==> src/rtl/prog_loader_if.sv <==
// Boot-loader signal bundle: UART byte input and CPU halt in, memory write port
// and CPU/status controls out. The loader sits on the master side.
interface prog_loader_if #(
    parameter int DataWidth = 16,
    parameter int AddrWidth = 8
);
    logic [7:0]           rx_data;
    logic                 rx_valid;
    logic                 cpu_halt;
    logic                 mem_wr;
    logic [AddrWidth-1:0] mem_addr;
    logic [DataWidth-1:0] mem_data;
    logic                 cpu_reset;
    logic                 busy;
    logic                 loaded;
    logic                 error;

    modport master (
        input  rx_data, rx_valid, cpu_halt,
        output mem_wr, mem_addr, mem_data, cpu_reset, busy, loaded, error
    );

    modport slave (
        output rx_data, rx_valid, cpu_halt,
        input  mem_wr, mem_addr, mem_data, cpu_reset, busy, loaded, error
    );
endinterface

==> src/rtl/prog_loader.sv <==
// Boot loader: assembles a UART byte stream into 16-bit words, writes them from
// address 0, verifies an 8-bit checksum, then releases the CPU until it halts.
module prog_loader #(
    parameter int DataWidth = 16,
    parameter int AddrWidth = 8
) (
    input  logic          clk,
    input  logic          rst,
    prog_loader_if.master bus
);

    typedef enum logic [2:0] {
        S_IDLE,
        S_DATA_HI,
        S_DATA_LO,
        S_WRITE,
        S_CHECK,
        S_RUN,
        S_ERROR
    } state_e;

    state_e               state_q;
    logic [AddrWidth-1:0] count_q;
    logic [AddrWidth-1:0] addr_q;
    logic [DataWidth-1:0] data_q;
    logic [7:0]           sum_q;
    logic                 mem_wr_q;
    logic                 cpu_reset_q;
    logic                 busy_q;
    logic                 loaded_q;
    logic                 error_q;
    logic                 halt_q;

    logic [7:0] chk_total;
    assign chk_total = sum_q + bus.rx_data;

    always_ff @(posedge clk or posedge rst) begin
        if (rst) begin
            state_q     <= S_IDLE;
            count_q     <= '0;
            addr_q      <= '0;
            data_q      <= '0;
            sum_q       <= '0;
            mem_wr_q    <= 1'b0;
            cpu_reset_q <= 1'b0;
            busy_q      <= 1'b0;
            loaded_q    <= 1'b0;
            error_q     <= 1'b0;
            halt_q      <= 1'b0;
        end else begin
            // NOTE: non-blocking everywhere here, so every branch sees the
            // pre-edge values; the default below makes mem_wr a one-cycle pulse.
            mem_wr_q <= 1'b0;
            halt_q   <= bus.cpu_halt;

            case (state_q)
                S_IDLE: begin
                    if (bus.rx_valid) begin
                        count_q  <= AddrWidth'(bus.rx_data);
                        addr_q   <= '0;
                        sum_q    <= '0;
                        busy_q   <= 1'b1;
                        loaded_q <= 1'b0;
                        state_q  <= S_DATA_HI;
                    end
                end

                S_DATA_HI: begin
                    if (bus.rx_valid) begin
                        data_q[DataWidth-1:8] <= bus.rx_data;
                        sum_q                 <= sum_q + bus.rx_data;
                        state_q               <= S_DATA_LO;
                    end
                end

                S_DATA_LO: begin
                    if (bus.rx_valid) begin
                        data_q[7:0] <= bus.rx_data;
                        sum_q       <= sum_q + bus.rx_data;
                        mem_wr_q    <= 1'b1;
                        state_q     <= S_WRITE;
                    end
                end

                S_WRITE: begin
                    // The write is already on the bus this cycle; a strobe here
                    // is a spacing violation but does not cancel it.
                    if (bus.rx_valid) begin
                        error_q <= 1'b1;
                        busy_q  <= 1'b0;
                        state_q <= S_ERROR;
                    end else if (addr_q == count_q) begin
                        state_q <= S_CHECK;
                    end else begin
                        addr_q  <= addr_q + 1'b1;
                        state_q <= S_DATA_HI;
                    end
                end

                S_CHECK: begin
                    if (bus.rx_valid) begin
                        busy_q <= 1'b0;
                        if (chk_total == 8'd0) begin
                            cpu_reset_q <= 1'b1;
                            loaded_q    <= 1'b1;
                            state_q     <= S_RUN;
                        end else begin
                            error_q <= 1'b1;
                            state_q <= S_ERROR;
                        end
                    end
                end

                S_RUN: begin
                    if (bus.cpu_halt && !halt_q) begin
                        cpu_reset_q <= 1'b0;
                        state_q     <= S_IDLE;
                    end
                end

                S_ERROR: begin
                    cpu_reset_q <= 1'b0;
                    busy_q      <= 1'b0;
                    error_q     <= 1'b1;
                end

                default: state_q <= S_IDLE;
            endcase
        end
    end

    assign bus.mem_wr    = mem_wr_q;
    assign bus.mem_addr  = addr_q;
    assign bus.mem_data  = data_q;
    assign bus.cpu_reset = cpu_reset_q;
    assign bus.busy      = busy_q;
    assign bus.loaded    = loaded_q;
    assign bus.error     = error_q;

endmodule

==> src/flat_wrapper.sv <==
// flat-port wrapper written by rule: the top's interface ports become plain ports
module prog_loader_flat 
#(
    parameter int DataWidth = 16,
    parameter int AddrWidth = 8
)
  (clk, rst, bus_rx_data, bus_rx_valid, bus_cpu_halt, bus_mem_wr, bus_mem_addr, bus_mem_data, bus_cpu_reset, bus_busy, bus_loaded, bus_error);
  prog_loader_if #(.DataWidth(DataWidth), .AddrWidth(AddrWidth)) bus_i ();
  input  logic clk;
  input  logic rst;
  input wire logic [$bits(bus_i.rx_data)-1:0] bus_rx_data;
  input wire logic [$bits(bus_i.rx_valid)-1:0] bus_rx_valid;
  input wire logic [$bits(bus_i.cpu_halt)-1:0] bus_cpu_halt;
  output wire logic [$bits(bus_i.mem_wr)-1:0] bus_mem_wr;
  output wire logic [$bits(bus_i.mem_addr)-1:0] bus_mem_addr;
  output wire logic [$bits(bus_i.mem_data)-1:0] bus_mem_data;
  output wire logic [$bits(bus_i.cpu_reset)-1:0] bus_cpu_reset;
  output wire logic [$bits(bus_i.busy)-1:0] bus_busy;
  output wire logic [$bits(bus_i.loaded)-1:0] bus_loaded;
  output wire logic [$bits(bus_i.error)-1:0] bus_error;
  assign bus_i.rx_data = bus_rx_data;
  assign bus_i.rx_valid = bus_rx_valid;
  assign bus_i.cpu_halt = bus_cpu_halt;
  assign bus_mem_wr = bus_i.mem_wr;
  assign bus_mem_addr = bus_i.mem_addr;
  assign bus_mem_data = bus_i.mem_data;
  assign bus_cpu_reset = bus_i.cpu_reset;
  assign bus_busy = bus_i.busy;
  assign bus_loaded = bus_i.loaded;
  assign bus_error = bus_i.error;
  prog_loader #(.DataWidth(DataWidth), .AddrWidth(AddrWidth)) u_core (.clk(clk), .rst(rst), .bus(bus_i));
endmodule
==> config.mk <==
export PLATFORM = sky130hd
export DESIGN_NAME = prog_loader_flat
export DESIGN_NICKNAME = d
export VERILOG_FILES = /design/src/rtl/prog_loader_if.sv /design/src/rtl/prog_loader.sv /design/src/flat_wrapper.sv
export SDC_FILE = /design/constraint.sdc
export NUM_CORES = 1
export LEC_CHECK = 0
export CAP_MARGIN = 40
export CORE_MARGIN = 3
export CORE_UTILIZATION = 38
export CTS_BUF_LIST = sky130_fd_sc_hd__clkbuf_16
export DETAILED_ROUTE_END_ITERATION = 7
export MAX_ROUTING_LAYER = met4
export PLACE_DENSITY = 0.7
export SYNTH_ARGS = -nofsm -noshare
export SYNTH_HDL_FRONTEND = slang
export SYNTH_SLANG_ARGS = --single-unit
export TNS_END_PERCENT = 30
==> constraint.sdc <==
create_clock -name clk -period 3.2 [get_ports clk]
set_input_delay 0.64 -clock clk [delete_from_list [all_inputs] [get_ports clk]]
set_output_delay 0.64 -clock clk [all_outputs]
set_load 0.005 [all_outputs]
==> impl_metrics.py <==
metrics = {
    "outcome": {
        "status": "finished clean",
    },
    "global_route": {
        "grt_pass1_wl_mm": 10.47,
        "antenna_found_initial": 0,
        "gr-usage-all-layers_pct": 17.52,
        "grt_max_degree": 31,
        "grt_pass1_vias": 2156,
        "grt-ovfl-total": 0,
    },
    "cts": {
        "cts_hold_buf": 0,
        "cts-htree-levels": 2,
        "cts_buffer_depth": 2,
        "clk_latency_ns": 0.29,
        "cts_resized": 0,
        "root_buffer": "clkbuf_16",
        "cts_buffers": 5,
        "cts_tree": "yes",
        "cts_setup_buffers": 0,
        "path_clk_slew_ns": 0.07,
        "clock-sinks": 49,
    },
    "synth": {
        "synth-edff-count": 0,
        "synth.yosys.seq_area_share_pct": 46.58,
        "netlist_instances": 263,
        "yosys.area.top_type": "dfrtp_1",
        "mappedNetlistArea_mm2": 0.002633,
        "syn_avg_cell_area_um2": 10.01,
        "async_reset_ff_share_pct": 100.0,
        "synth_area_leaders": "dfrtp_1 (47%), mux2_2 (8.1%), nand2_1 (6.6%)",
        "synthFlopType": "dfrtp_1",
        "yosys.cell_types.count": 50,
        "ys_warn_count": 0,
        "synth_top_area_share_pct": 46.58,
        "ys_ff_latch": 49,
        "syn-num-nets": 284,
    },
    "cells_and_area": {
        "syn_to_final_growth_pct": 28.71,
        "n_antenna_cell": 0,
        "nets": 335,
        "drive_above_1_share_pct": 16.51,
        "final_cell_mix": "dfrtp_1 (49), nand2_1 (46), clkdlybuf4s50_1 (40)",
        "final_common_cell": "dfrtp_1",
    },
    "route": {
        "vias_per_cell": 5.587,
        "wl_per_cell_um": 15.88,
        "wirelength_mm": 6.224,
        "dr.pass1.iters": 4,
        "drt_iter0_markers": 105,
        "ant_nets": 0,
        "num_vias": 2190,
        "drc": 0,
    },
    "placed_design": {
        "hpwlAfterDp_mm": 4.598,
        "gp_congestion": 0.8830,
        "place_ws_ns": -0.07567,
        "io_buffers": 40,
    },
    "worst_setup_path": {
        "cp.required_ns": 3.38,
        "critPathBufInv": 1,
        "path_cells": "clkdlybuf4s50_1 -> ha_1 -> fa_1 -> a211o_1 -> a21oi_2 -> o221ai_1 -> or4_4 -> a31o_1",
        "endpoint_kind": "flip-flop",
        "critPathMaxFanout": 5,
        "worst-setup-path-type": "in2reg",
        "cp_slowest_stage_delay_ns": 0.58,
        "cpLargestDelayFamily": "compound AO/OA/AOI/OAI gates",
        "rrSetupSlack_ns": 0.61,
        "cp_slowest_cell": "or4_4",
        "cp-start-kind": "primary input",
        "arrival_ns": 3.16,
    },
    "timing": {
        "drv_slew": 0,
        "finalSetupTns_ns": 0,
        "fin_crit_sh_pct": 93.00,
        "worst_pin_slew_ns": 0.6292,
        "whs_ns": 0.4942,
        "skew_ns": 0.004637,
        "rsz0062_at_grt": "false",
        "relSlewSlack_pct": 57.99,
        "setup_violations": 0,
        "final-hold-violation-count": 0,
        "max_freq_ghz": 0.3360,
        "fin_crit_ns": 2.976,
        "worst_slack_ns": 0.2240,
    },
    "worst_hold_path": {
        "hp-class": "reg2reg",
    },
    "flow_run": {
        "drv_cap": 0,
    },
    "pwr": {
        "p_clk_share_pct": 21.6,
        "p_seq_share_pct": 33.8,
        "p_sw_share_pct": 34.97,
        "power_density_mw_per_mm2": 922.5,
        "intPower_mw": 2.033,
        "p_comb_share_pct": 44.7,
        "p_leak_nw": 1.460,
        "vdd_ir_drop_max_mv": 0.4915,
        "switchingPower_mw": 1.093,
    },
    "die": {
        "core-area_mm2": 0.006531,
        "die_w_um": 89.23,
        "dieHeight_um": 89.23,
        "ios": 41,
        "rows": 29,
        "die_area_mm2": 0.007962,
        "start_util_pct": 40.31,
    },
}
[cell families (layout without fill, tap and decap cells)]
logic type	Yosys count	after routing	share of synthesized area (%)
adder cells (fa/ha/maj)	9	9	4.563
AND/OR/NAND/NOR	93	93	17.16
AO/OA/AOI/OAI	60	60	16.26
flip-flops	49	49	46.58
XOR/XNOR	11	11	3.660
buffers and inverters	21	73	3.280
multiplexers	20	20	8.508
[power groups by stage]
stage	Combinational, mW	Clock (mW)	Sequential, mW
floorplan	0.903	0	1.02
global placement	1.36	0	1.06
detailed placement	1.39	0	1.07
CTS	1.41	0.683	1.06
global route	1.54	0.716	1.10
finish	1.40	0.674	1.06
[synth_stat cells (2+ instances only)]
| cell | instances |
|---|---|
| nor2_1 | 10 |
| nor3b_1 | 3 |
| inv_1 | 8 |
| a21oi_1 | 9 |
| mux2_2 | 19 |
| dfrtp_1 | 49 |
| nor2b_1 | 4 |
| or4_1 | 4 |
| clkbuf_1 | 7 |
| and3_1 | 3 |
| nor3_1 | 5 |
| nand2b_1 | 3 |
| xor2_1 | 3 |
| a31o_1 | 2 |
| nand3_1 | 4 |
| a22oi_1 | 10 |
| ha_1 | 8 |
| o21ai_1 | 2 |
| nand2_1 | 46 |
| nand4_1 | 3 |
| a222oi_1 | 3 |
| o211ai_1 | 5 |
| buf_2 | 6 |
| xnor2_1 | 8 |
| o21ai_0 | 14 |
[sequential cells by signal (all words and copies together) (netlist names)]
name                  flops
u_core.bus.error          1
u_core.bus.mem_addr       8
u_core.bus.busy           1
u_core.bus.cpu_reset      1
u_core.bus.mem_wr         1
u_core.state_q            3
u_core.bus.mem_data      16
u_core.count_q            8
u_core.halt_q             1
u_core.sum_q              8
u_core.bus.loaded         1
[worst register-to-register path, delay by kind of cell (launching register included)]
kind	cells	cell delay (ns)
AO/OA/AOI/OAI	4	0.82
adder cells (fa/ha/maj)	2	0.67
flip-flops	1	0.41
AND/OR/NAND/NOR	1	0.58
[stage by stage]
stage	util, %	std cells	total power [mW]	area [µm²]
after floorplan	-	263	1.918	2633
after global placement	48.89	383	2.416	3193
after detailed placement	48.97	384	2.460	3198
after CTS	51.88	392	3.149	3388
after global routing	51.88	392	3.356	3388
final	51.88	392	3.126	3388
[path summary, 6_finish.rpt]
path | startpoint | endpoint | cells past startpoint
min in group asynchronous | rst | u_core.count_q[7] | 2
worst max-delay path | bus_rx_data[0] | u_core.state_q[1] | 8
worst max register to register | u_core.sum_q[0] | u_core.state_q[1] | 7
max in group asynchronous | rst | u_core.count_q[0] | 3
worst min-delay path | u_core.count_q[3] | u_core.count_q[3] | 2
worst min register to register | u_core.count_q[3] | u_core.count_q[3] | 2
[area by class of cell]
| class | instances | area (µm²) |
|---|---|---|
| tap | 77 | 96.34 |
| clock buffer | 5 | 125.1 |
| fill | 593 | 3143 |
| multi-input combinational | 193 | 1320 |
| inverter | 8 | 30.03 |
| sequential | 49 | 1226 |
| timing repair buffer | 57 | 525.5 |
| clock inverter | 3 | 65.06 |
[per-layer routing]
layer	global-route usage, %	share of wire, %
met1	22.52	45
met2	28.20	49
met3	3.226	4.5
met4	5.277	1.6
met5	-	0
No activity file was read; power rests on OpenSTA's default activity.
